[src/rtl/keypad_scan_debounce.sv]
// 4x4 keypad front end: drives columns, synchronises rows, debounces press and
// release, and emits a one-cycle strobe with a stable keycode per accepted key.
`timescale 1ns/1ps
module keypad_scan_debounce #(
  parameter int SETTLE_CYCLES   = 64,
  parameter int DEBOUNCE_CYCLES = 250000,
  parameter int CNT_W           = 18
) (
  input  logic       clock,
  input  logic       reset_n,
  input  logic [3:0] row,
  output logic [3:0] col,
  output logic [3:0] keycode,
  output logic       keystrobe,
  output logic       keyheld
);

  typedef enum logic [1:0] {SCAN, DEBOUNCE, HELD} state_t;

  localparam logic [CNT_W-1:0] SETTLE_LAST = CNT_W'(SETTLE_CYCLES - 1);
  localparam logic [CNT_W-1:0] DEB_LAST    = CNT_W'(DEBOUNCE_CYCLES - 1);
  localparam logic [CNT_W-1:0] CNT_ONE     = CNT_W'(1);

  function automatic logic one_low(input logic [3:0] r);
    logic [3:0] a;
    a = ~r;
    return (a != 4'h0) && ((a & (a - 4'd1)) == 4'h0);
  endfunction

  function automatic logic [1:0] low_index(input logic [3:0] r);
    case (r)
      4'b1101: return 2'd1;
      4'b1011: return 2'd2;
      4'b0111: return 2'd3;
      default: return 2'd0;
    endcase
  endfunction

  logic [3:0]       row_p0, row_s;
  state_t           state_q, state_d;
  logic [CNT_W-1:0] cnt_q, cnt_d;
  logic [1:0]       ci_q, ci_d, cand_q, cand_d;
  logic [3:0]       keycode_d, cand_pat;
  logic             keystrobe_d, keyheld_d;

  // Row synchronizer; rows idle high through the pull-ups
  always_ff @(posedge clock or negedge reset_n) begin
    if (!reset_n) begin
      row_p0 <= 4'hF;
      row_s  <= 4'hF;
    end else begin
      row_p0 <= row;
      row_s  <= row_p0;
    end
  end

  assign col      = ~(4'b0001 << ci_q);
  assign cand_pat = ~(4'b0001 << cand_q);

  always_ff @(posedge clock or negedge reset_n) begin
    if (!reset_n) begin
      state_q   <= SCAN;
      cnt_q     <= '0;
      ci_q      <= 2'd0;
      cand_q    <= 2'd0;
      keycode   <= 4'h0;
      keystrobe <= 1'b0;
      keyheld   <= 1'b0;
    end else begin
      state_q   <= state_d;
      cnt_q     <= cnt_d;
      ci_q      <= ci_d;
      cand_q    <= cand_d;
      keycode   <= keycode_d;
      keystrobe <= keystrobe_d;
      keyheld   <= keyheld_d;
    end
  end

  always_comb begin
    state_d     = state_q;
    cnt_d       = cnt_q + CNT_ONE;
    ci_d        = ci_q;
    cand_d      = cand_q;
    keycode_d   = keycode;
    keystrobe_d = 1'b0;
    keyheld_d   = keyheld;
    case (state_q)
      SCAN: begin
        if (cnt_q == SETTLE_LAST) begin
          cnt_d = '0;
          if (one_low(row_s)) begin
            cand_d  = low_index(row_s);
            state_d = DEBOUNCE;
          end else begin
            // No key or a multi-key chord: move on to the next column
            ci_d = ci_q + 2'd1;
          end
        end
      end
      DEBOUNCE: begin
        if (row_s != cand_pat) begin
          state_d = SCAN;
          cnt_d   = '0;
        end else if (cnt_q == DEB_LAST) begin
          keycode_d   = {cand_q, ci_q};
          keystrobe_d = 1'b1;
          keyheld_d   = 1'b1;
          state_d     = HELD;
          cnt_d       = '0;
        end
      end
      HELD: begin
        // Column stays frozen; only an unbroken all-high run counts as release
        if (row_s != 4'hF) begin
          cnt_d = '0;
        end else if (cnt_q == DEB_LAST) begin
          keyheld_d = 1'b0;
          ci_d      = ci_q + 2'd1;
          state_d   = SCAN;
          cnt_d     = '0;
        end
      end
      default: begin
        state_d = SCAN;
        cnt_d   = '0;
      end
    endcase
  end

endmodule

[config.mk]
export PLATFORM = sky130hd
export DESIGN_NAME = keypad_scan_debounce
export DESIGN_NICKNAME = d
export VERILOG_FILES = /design/src/rtl/keypad_scan_debounce.sv
export SDC_FILE = /design/constraint.sdc
export NUM_CORES = 1
export LEC_CHECK = 0
export ABC_CLOCK_PERIOD_IN_PS = 5800
export BUFFER_PORTS_ARGS = -buffer_cell sky130_fd_sc_hd__clkbuf_2
export CORE_MARGIN = 10
export CORE_UTILIZATION = 60
export DETAILED_ROUTE_END_ITERATION = 10
export PLACE_DENSITY = 0.8
export SYNTH_ARGS = -nofsm -noshare
export SYNTH_HDL_FRONTEND = slang
export SYNTH_SLANG_ARGS = --single-unit
export TNS_END_PERCENT = 30
[constraint.sdc]
create_clock -name clock -period 5.8 [get_ports clock]
set_clock_uncertainty 0.2 [all_clocks]
set_input_delay 0.29 -clock clock [delete_from_list [all_inputs] [get_ports clock]]
set_output_delay 0.29 -clock clock [all_outputs]
set_load 0.03 [all_outputs]
After elaboration in Yosys (flattened, before gate mapping):

Cells that the tools add are included.

* $add $sub $neg: 3
* multiply operators: 0
* div/mod/pow operators: 0
* magnitude comparators: 0
* equal/unequal tests: 17
* shifts and indexed selects: 2
* multiplexer cells: 26
* bitwise gates (word level): 5
* reduce and logical (&&, ||, !) cells: 11

Operators by type and width (count)
* two-way mux 18 bit: 4
* one-hot mux 18 bit (3 select lines): 1
* two-way mux 2 bit: 10
* adder 18 x 1 -> 18 bit (second input constant): 1
* equality test 18 bit (second input constant): 1
* equality test 18 x 6 -> 1 bit (second input constant): 1
* AND reduction 5 bit: 3
* inequality test 2 bit (second input constant): 7
* NOT 4 bit: 3
* one-hot mux 2 bit (3 select lines): 2
* equality test 4 bit (second input constant): 2
* left shift 1 x 2 -> 4 bit (first input constant): 2
* two-way mux 1 bit: 7
* AND reduction 3 bit: 2
* bitwise AND 4 bit: 1
* equality test 4 x 3 -> 1 bit (second input constant): 1
* logical NOT 4 bit: 1
* inequality test 4 bit: 1
* inequality test 4 bit (second input constant): 1
* one-hot mux 2 bit (2 select lines): 1
* nonzero test 2 bit: 2
* nonzero test 4 bit: 1
* subtractor 4 x 1 -> 4 bit (second input constant): 1
* inequality test 3 bit (second input constant): 1
* 7 further kinds: 7

* register bits after elaboration: 38
* latch bits: 0
* memory bits (writable): 0
* memory bits (read-only): 0
* bits of input ports: 6
* output and inout port bits: 10
* logic and storage cells: 73
* memories kept: 0

Depth between registers and ports, before layout:

Gate-level depths: netlist (run 1).

* depth after elaboration: 8
* depth in mapped cells: 7
* gate-level depth less buffers: 6

Least setup slack after synthesis (run 1):

OpenSTA, ideal clock, no wires.

* path type: register -> register
* from: register row_s[3]
* to: register keycode[0]
* setup time: 128 ps
* arrival: 1762 ps
* required time: 5472 ps
* slack: 3710 ps
* cell stages (with the launch flop): 7
* path buffers: 1
* clock period less this slack: 2090 ps
* cell sequence: dfstp_2 clkbuf_1 nand2b_1 a21o_1 a211oi_4 nand2_2 mux2_1

* longest elaborated chain between the ends: 3

Ends and longest elaborated chain
* start, declared: line 39 `logic [3:0] row_p0, row_s;`
* start signal, assigned: line 53 `row_s <= row_p0;`
* inequality test 4 bit: line 102 `if (row_s != cand_pat) begin`
* NOT 1 bit (no source line)
* AND reduction 3 bit (no source line)
* end signal, assigned: line 74 `keycode <= keycode_d;`
* end, declared: line 13 `output logic [3:0] keycode,`

Every way passes these cells.
A chain may end at the register's enable or synchronous reset.

Worst setup path in the final report (run 1):

* from: register cnt_q[8]
* to: register cnt_q[1]

* longest elaborated chain between the ends: 4

Ends and longest elaborated chain
* start, declared: line 41 `logic [CNT_W-1:0] cnt_q, cnt_d;`
* start signal, assigned: line 71 `cnt_q <= cnt_d;`
* equality test 18 bit: line 105, 117
* two-way mux 18 bit: line 105, 117
* two-way mux 18 bit (on tied branches): line 115, 102
* one-hot mux 18 bit (3 select lines) (*): line 88 `case (state_q)`
* named net cnt_d[1]: line 41

The timed path passes the listed nets; every way through them passes the cells marked *.

==> flow_summary.json, run 1 <==
{
  "status": "finished clean",
  "finalHoldViolations": 0,
  "final.min_clock_period_ns": 2.288,
  "r2r_setup_slack_ns": 3.51,
  "required_ns": 5.80,
  "die_h_um": 76.01,
  "grt_pass1_wl_mm": 5.692,
  "worstMarginPinSlew_ns": 0.8966,
  "firstDrtPassIters": 4,
  "fmax_mhz": 437.1,
  "htree_levels": 2,
  "core.rowCount": 20,
  "final_max_slew_viol_count": 0,
  "hp-class": "flip-flop to flip-flop",
  "reg2regPathDepth": 5,
  "peakVddDrop_mv": 0.2274,
  "clock_tree.root_cell": "clkbuf_4",
  "met2_usage_pct": 19.56,
  "ant_nets": 0,
  "yosysSeqAreaShare_pct": 51.06,
  "cts_made_buffers": 5,
  "crit_type": "flip-flop to flip-flop",
  "portBuffers": 15,
  "max_stage_delay_ns": 0.59,
  "setup_violations": 0,
  "critPathSlowestCell": "or4_4",
  "synth_area_mm2": 0.001882,
  "crit_arrival_ns": 2.29,
  "critical-path-top-delay-family": "simple AND/OR/NAND/NOR gates",
  "leakagePower_nw": 0.9370,
  "yosys_warnings": 0,
  "rsz0062_at_grt": "false",
  "crit_path_end": "cnt_q[1]$_DFF_PN0_",
  "synth_edf_count": 0,
  "slew_headroom_pct": 40.23,
  "grt_pass1_vias": 1302,
  "tns_ns": 0,
  "clk_latency_ns": 0.34,
  "r2r_start": "cnt_q[8]$_DFF_PN0_",
  "drive_gt1_share_pct": 28.80,
  "final_cell_mix": "dfrtp_1, clkbuf_2, nand2_1, nor2_1, xor2_1",
  "gp_congestion": 0.8169,
  "fin_hold_ws_ns": 0.1635,
  "dominantRegCellSynth": "dfrtp_1",
  "multi_input_area_um2": 855.8,
  "insertedDiodeCount": 0,
  "grt-ovfl-total": 0,
  "grtUsageMet3_pct": 4.717,
  "endpoint_kind": "flip-flop",
  "clk_pin_slew_ns": 0.11,
  "fin_crit_sh_pct": 39.45,
  "r2r_end": "cnt_q[1]$_DFF_PN0_",
  "regArea_um2": 960.9,
  "crit_buf_inv": 0,
  "route.detailed.drc": 0,
  "synth_cells": 165,
  "grt_max_degree": 39,
  "nFillCells": 221,
  "cts_tree": "built",
  "worstPathCellList": "nor4_2, nand2_2, or4_4, o21ai_4, a21boi_0",
  "synth_cell_type_count": 42,
  "ys_seq_elements": 38,
  "antenna_found_initial": 0,
  "cp-start-kind": "flip-flop",
  "die_w_um": 76.01,
  "ctsResizeCount": 0,
  "routed_wl_mm": 3.276,
  "cts_sinks": 38,
  "grt.busiest_layer": "met2",
  "cp.depth": 5,
  "grtUsageMet1_pct": 12.88,
  "synth_area_leaders": "dfrtp_1, dfstp_2, xor2_1",
  "vias": 1280,
  "design.core.area_mm2": 0.003028,
  "cts.path.max_buffers": 2,
  "final_common_cell": "dfrtp_1",
  "avgViaCountPerCell": 5.447,
  "die-area_mm2": 0.005777,
  "startpoint": "cnt_q[8]$_DFF_PN0_",
  "track_usage_pct": 11.75,
  "power_density_mw_per_mm2": 217.6,
  "nets": 201,
  "yosysTopAreaCellShare_pct": 39.89,
  "initial_core_util_pct": 62.15,
  "ys_async_sr_fraction_pct": 100.0,
  "routedWlPerCell_um": 13.94,
  "postSynthAreaPerCell_um2": 11.40,
  "io_pins": 16,
  "drt-initial-drc-count": 106,
  "dpl.hpwl_mm": 2.384,
  "syn-num-nets": 176,
  "worstHoldStart": "row_p0[2]$_DFF_PN1_",
  "cp_max_fo": 18,
  "cap_violations": 0,
  "syn_to_final_growth_pct": 12.43,
  "yosysTopAreaCell": "dfrtp_1"
}
stage by stage:
step	util, %	total power [mW]	cells	worst slack, ns	area (µm²)
after global routing	69.88	0.4818	235	3.409	2116
final	69.88	0.4604	235	3.512	2116
after CTS	69.88	0.4666	235	3.498	2116
after detailed placement	65.66	0.2902	222	3.522	1988
after floorplan	-	0.2823	165	3.711	1882
after global placement	65.66	0.2895	222	3.600	1988
cells by family after synthesis:
kind of cell,after synthesis,synth area share (%)
xor+xnor,19,8.843
buf+inv,12,3.457
compound gates,32,13.63
flops,38,51.06
fa+ha+maj,5,3.324
simple gates,52,15.49
mux,7,4.189
report_power, final:
part	internal, mW	switching, mW	leakage (nW)
sequential	0.270	0.00258	0.489
combinational	0.00614	0.00872	0.403
clock	0.0892	0.0837	0.0450
total	0.365	0.0950	0.937
registers in the layout (all words and copies together), names as in the netlist:
register / count
ci_q: 2
row_s: 4
keystrobe: 1
cand_q: 2
row_p0: 4
cnt_q: 18
keycode: 4
keyheld: 1
state_q: 2
area by class of cell:
| type | count | share of cell area [%] |
|---|---|---|
| Clock inverter | 3 | 1.892 |
| Sequential cell | 38 | 45.42 |
| Timing Repair Buffer | 21 | 6.268 |
| Inverter | 9 | 1.597 |
| Clock buffer | 5 | 1.774 |
| Tap cell | 44 | 2.602 |
| Multi-Input combinational cell | 115 | 40.45 |
worst min-delay path by stage:
stage / end / slack (ns) / cells past startpoint
floorplan: cand_q[0]$_DFFE_PN0P_ / -0.21 / 0
global placement: row_s[3]$_DFF_PN1_ / 0.15 / 0
detailed placement: row_s[2]$_DFF_PN1_ / 0.15 / 0
CTS: row_s[2]$_DFF_PN1_ / 0.16 / 0
global route: row_s[2]$_DFF_PN1_ / 0.17 / 0
finish: row_s[2]$_DFF_PN1_ / 0.16 / 0
worst reg2reg max path: cells and delay by family (launching register included):
family          cells  cell delay [ns]
simple gates        3             1.04
flops               1             0.45
compound gates      2             0.47
synth_stat cells, types with 3 or more instances:
cell type and n:
a21oi_2 10, mux2_1 5, nor2_1 11, xnor2_1 8, a21oi_1 9, nand2_1 11, dfstp_2 8, nor4_1 3
dfrtp_1 30, xor2_1 11, nand3_1 6, inv_1 9, ha_1 5, nand4_1 5
timing repair:
item,in CTS,in global routing
hold buffers,5,0
setup buffers,0,0
endpoints found under the setup margin,0,0
endpoints found under the hold margin,34,0
metal layers:
metal,vias up,share of wire (%)
li1,618,-
met1,627,42
met2,30,50
met3,5,6.5
met4,0,1.7
met5,-,0
Power figures use the tool's default switching activity.
==> inputs of run 2 (changes only) <==
--- a/config.mk
+++ b/config.mk
@@ -5,12 +5,12 @@
 export SDC_FILE = /design/constraint.sdc
 export NUM_CORES = 1
 export LEC_CHECK = 0
-export ABC_CLOCK_PERIOD_IN_PS = 5800
+export ABC_CLOCK_PERIOD_IN_PS = 2100
 export BUFFER_PORTS_ARGS = -buffer_cell sky130_fd_sc_hd__clkbuf_2
 export CORE_MARGIN = 10
-export CORE_UTILIZATION = 60
+export CORE_UTILIZATION = 53
 export DETAILED_ROUTE_END_ITERATION = 10
-export PLACE_DENSITY = 0.8
+export PLACE_DENSITY = 0.75
 export SYNTH_ARGS = -nofsm -noshare
 export SYNTH_HDL_FRONTEND = slang
 export SYNTH_SLANG_ARGS = --single-unit
==> constraint.sdc (replaced) <==
create_clock -name clock -period 2.1 [get_ports clock]
set_clock_uncertainty 0.2 [all_clocks]
set_input_delay 0.105 -clock clock [delete_from_list [all_inputs] [get_ports clock]]
set_output_delay 0.105 -clock clock [all_outputs]
set_load 0.03 [all_outputs]
==> flow_summary.json, run 2 (same netlist as run 1, synthesis figures left out) <==
{
  "peakVddDrop_mv": 0.5110,
  "worstHoldStart": "row_p0[1]$_DFF_PN1_",
  "grt_pass1_wl_mm": 6.603,
  "dp.cells": 249,
  "holdPathStages": 0,
  "slew_headroom_pct": 38.87,
  "htree_levels": 2,
  "required_ns": 2.16,
  "die-area_mm2": 0.006334,
  "crit_arrival_ns": 2.21,
  "critPathSlowestCell": "dfrtp_1",
  "cp-start-kind": "flip-flop",
  "fin_ws_ns": -0.05539,
  "final_common_cell": "buf_4",
  "leakagePower_nw": 1.120,
  "grt_max_degree": 39,
  "regMostFlops": "cnt_q",
  "clk_latency_ns": 0.36,
  "cap_violations": 0,
  "setup_violations": 7,
  "regArea_um2": 960.9,
  "worstMarginPinSlew_ns": 0.9170,
  "die_w_um": 79.59,
  "insertedDiodeCount": 0,
  "stdcell_area_mm2": 0.002436,
  "routedWlPerCell_um": 15.72,
  "rsz0062_at_grt": "true",
  "crit_top_cell": "nand2_2",
  "cts_sinks": 38,
  "antenna_found_initial": 0,
  "cts_tree": "built",
  "crit_type": "flip-flop to flip-flop",
  "clock_tree.root_cell": "clkbuf_4",
  "r2r_end": "keycode[3]$_DFFE_PN0P_",
  "nets": 237,
  "avgViaCountPerCell": 5.267,
  "design.core.area_mm2": 0.003390,
  "fin_crit_sh_pct": 102.6,
  "final_max_slew_viol_count": 0,
  "final_cell_mix": "buf_4, dfrtp_1, clkbuf_2, nand2_1, xor2_1",
  "fmax_mhz": 464.0,
  "largest_reg_flops": 18,
  "fin_cells": 273,
  "initial_core_util_pct": 55.52,
  "hold_path_end": "row_s[1]$_DFF_PN1_",
  "power_density_mw_per_mm2": 480.9,
  "r2r_start": "cnt_q[9]$_DFF_PN0_",
  "cts_made_buffers": 5,
  "portBuffers": 15,
  "cts.path.max_buffers": 2,
  "fin_hold_ws_ns": 0.1617,
  "status": "finished, violations left",
  "violations": "negative setup slack",
  "max_stage_delay_ns": 0.42,
  "route.detailed.drc": 0,
  "io_pins": 16,
  "finalPower_mw": 1.171,
  "grt_pass1_vias": 1433,
  "routed_wl_mm": 4.292,
  "track_usage_pct": 13.10,
  "grt-ovfl-total": 0,
  "drt-initial-drc-count": 141,
  "firstDrtPassIters": 4,
  "gp_congestion": 0.8503,
  "cp_max_fo": 6,
  "nFillCells": 232,
  "die_h_um": 79.59,
  "core.rowCount": 21,
  "r2r_setup_slack_ns": -0.06,
  "detailed_place.area_mm2": 0.002191,
  "reg2regPathDepth": 6,
  "ant_nets": 0,
  "finalHoldViolations": 0,
  "hp-class": "flip-flop to flip-flop",
  "clk_pin_slew_ns": 0.12,
  "vias": 1438,
  "dpl.hpwl_mm": 2.783,
  "worstPathCellList": "nor4_2, nand2_2, buf_6, nor4_4, nand2_2, mux2_4",
  "syn_to_final_growth_pct": 29.45,
  "drive_gt1_share_pct": 44.05,
  "finalCoreUtilization_pct": 71.87,
  "endpoint_kind": "flip-flop",
  "final.min_clock_period_ns": 2.155,
  "multi_input_area_um2": 919.6
}
[run 2: cell types whose count changed in the layout (fill, tap and decap cells not counted), moves of 2 or more]
cell and change:
buf_6 +2, mux2_1 -4, mux2_4 +4, buf_4 +31
[run 2: power breakdown]
part | internal (mW) | switching [mW]
clock network | 0.127 | 0.243
registers | 0.746 | 0.00506
logic | 0.0218 | 0.0284
total | 0.895 | 0.277
[run 2: what timing repair did]
item	in CTS	in global routing
pin swaps	2	8
hold endpoints to repair	34	0
resized for setup	1	14
hold buffers	5	0
cloned	0	2
setup buffers	0	9
endpoints found under the setup margin	12	24
[run 2: per-layer routing]
metal	share of wire (%)	global-route usage (%)	wire (µm)
met4	1.5	6.272	66
met1	42	14.60	1811
met5	0	0	0
met3	4.7	4.505	202
met2	52	21.84	2211
[run 2: worst max-delay path: cells and delay by family, from the launching register on]
kind / cells / cell delay [ns]
buf+inv: 1 / 0.14
simple gates: 4 / 0.96
mux: 1 / 0.34
flops: 1 / 0.42
[run 2: stage by stage]
stage / TNS, ns / setup WS, ns
floorplan: 0 / 0.01050
global placement: -0.01898 / -0.01008
detailed placement: -0.1005 / -0.04588
CTS: -0.07136 / -0.01364
global route: -1.477 / -0.1345
finish: -0.2682 / -0.05539
[run 2: how the worst max path moves through the flow]
| stage | from | cells after the start | endpoint |
|---|---|---|---|
| after floorplan | row_s[3]$_DFF_PN1_ | 6 | keycode[0]$_DFFE_PN0P_ |
| after detailed placement | cnt_q[0]$_DFF_PN0_ | 6 | cand_q[0]$_DFFE_PN0P_ |
| after global placement | cnt_q[0]$_DFF_PN0_ | 6 | cand_q[1]$_DFFE_PN0P_ |
| after CTS | cnt_q[0]$_DFF_PN0_ | 7 | cnt_q[15]$_DFF_PN0_ |
| after global routing | cnt_q[9]$_DFF_PN0_ | 6 | keycode[3]$_DFFE_PN0P_ |
| final | cnt_q[9]$_DFF_PN0_ | 6 | keycode[3]$_DFFE_PN0P_ |
[run 2: cell type report]
class / count / share of cell area [%]
multi-input combinational: 116 / 37.75
clock inverter: 2 / 0.4109
sequential: 38 / 39.45
inverter: 9 / 1.387
timing repair buffer: 56 / 16.95
tap: 46 / 2.363
clock buffer: 6 / 1.695
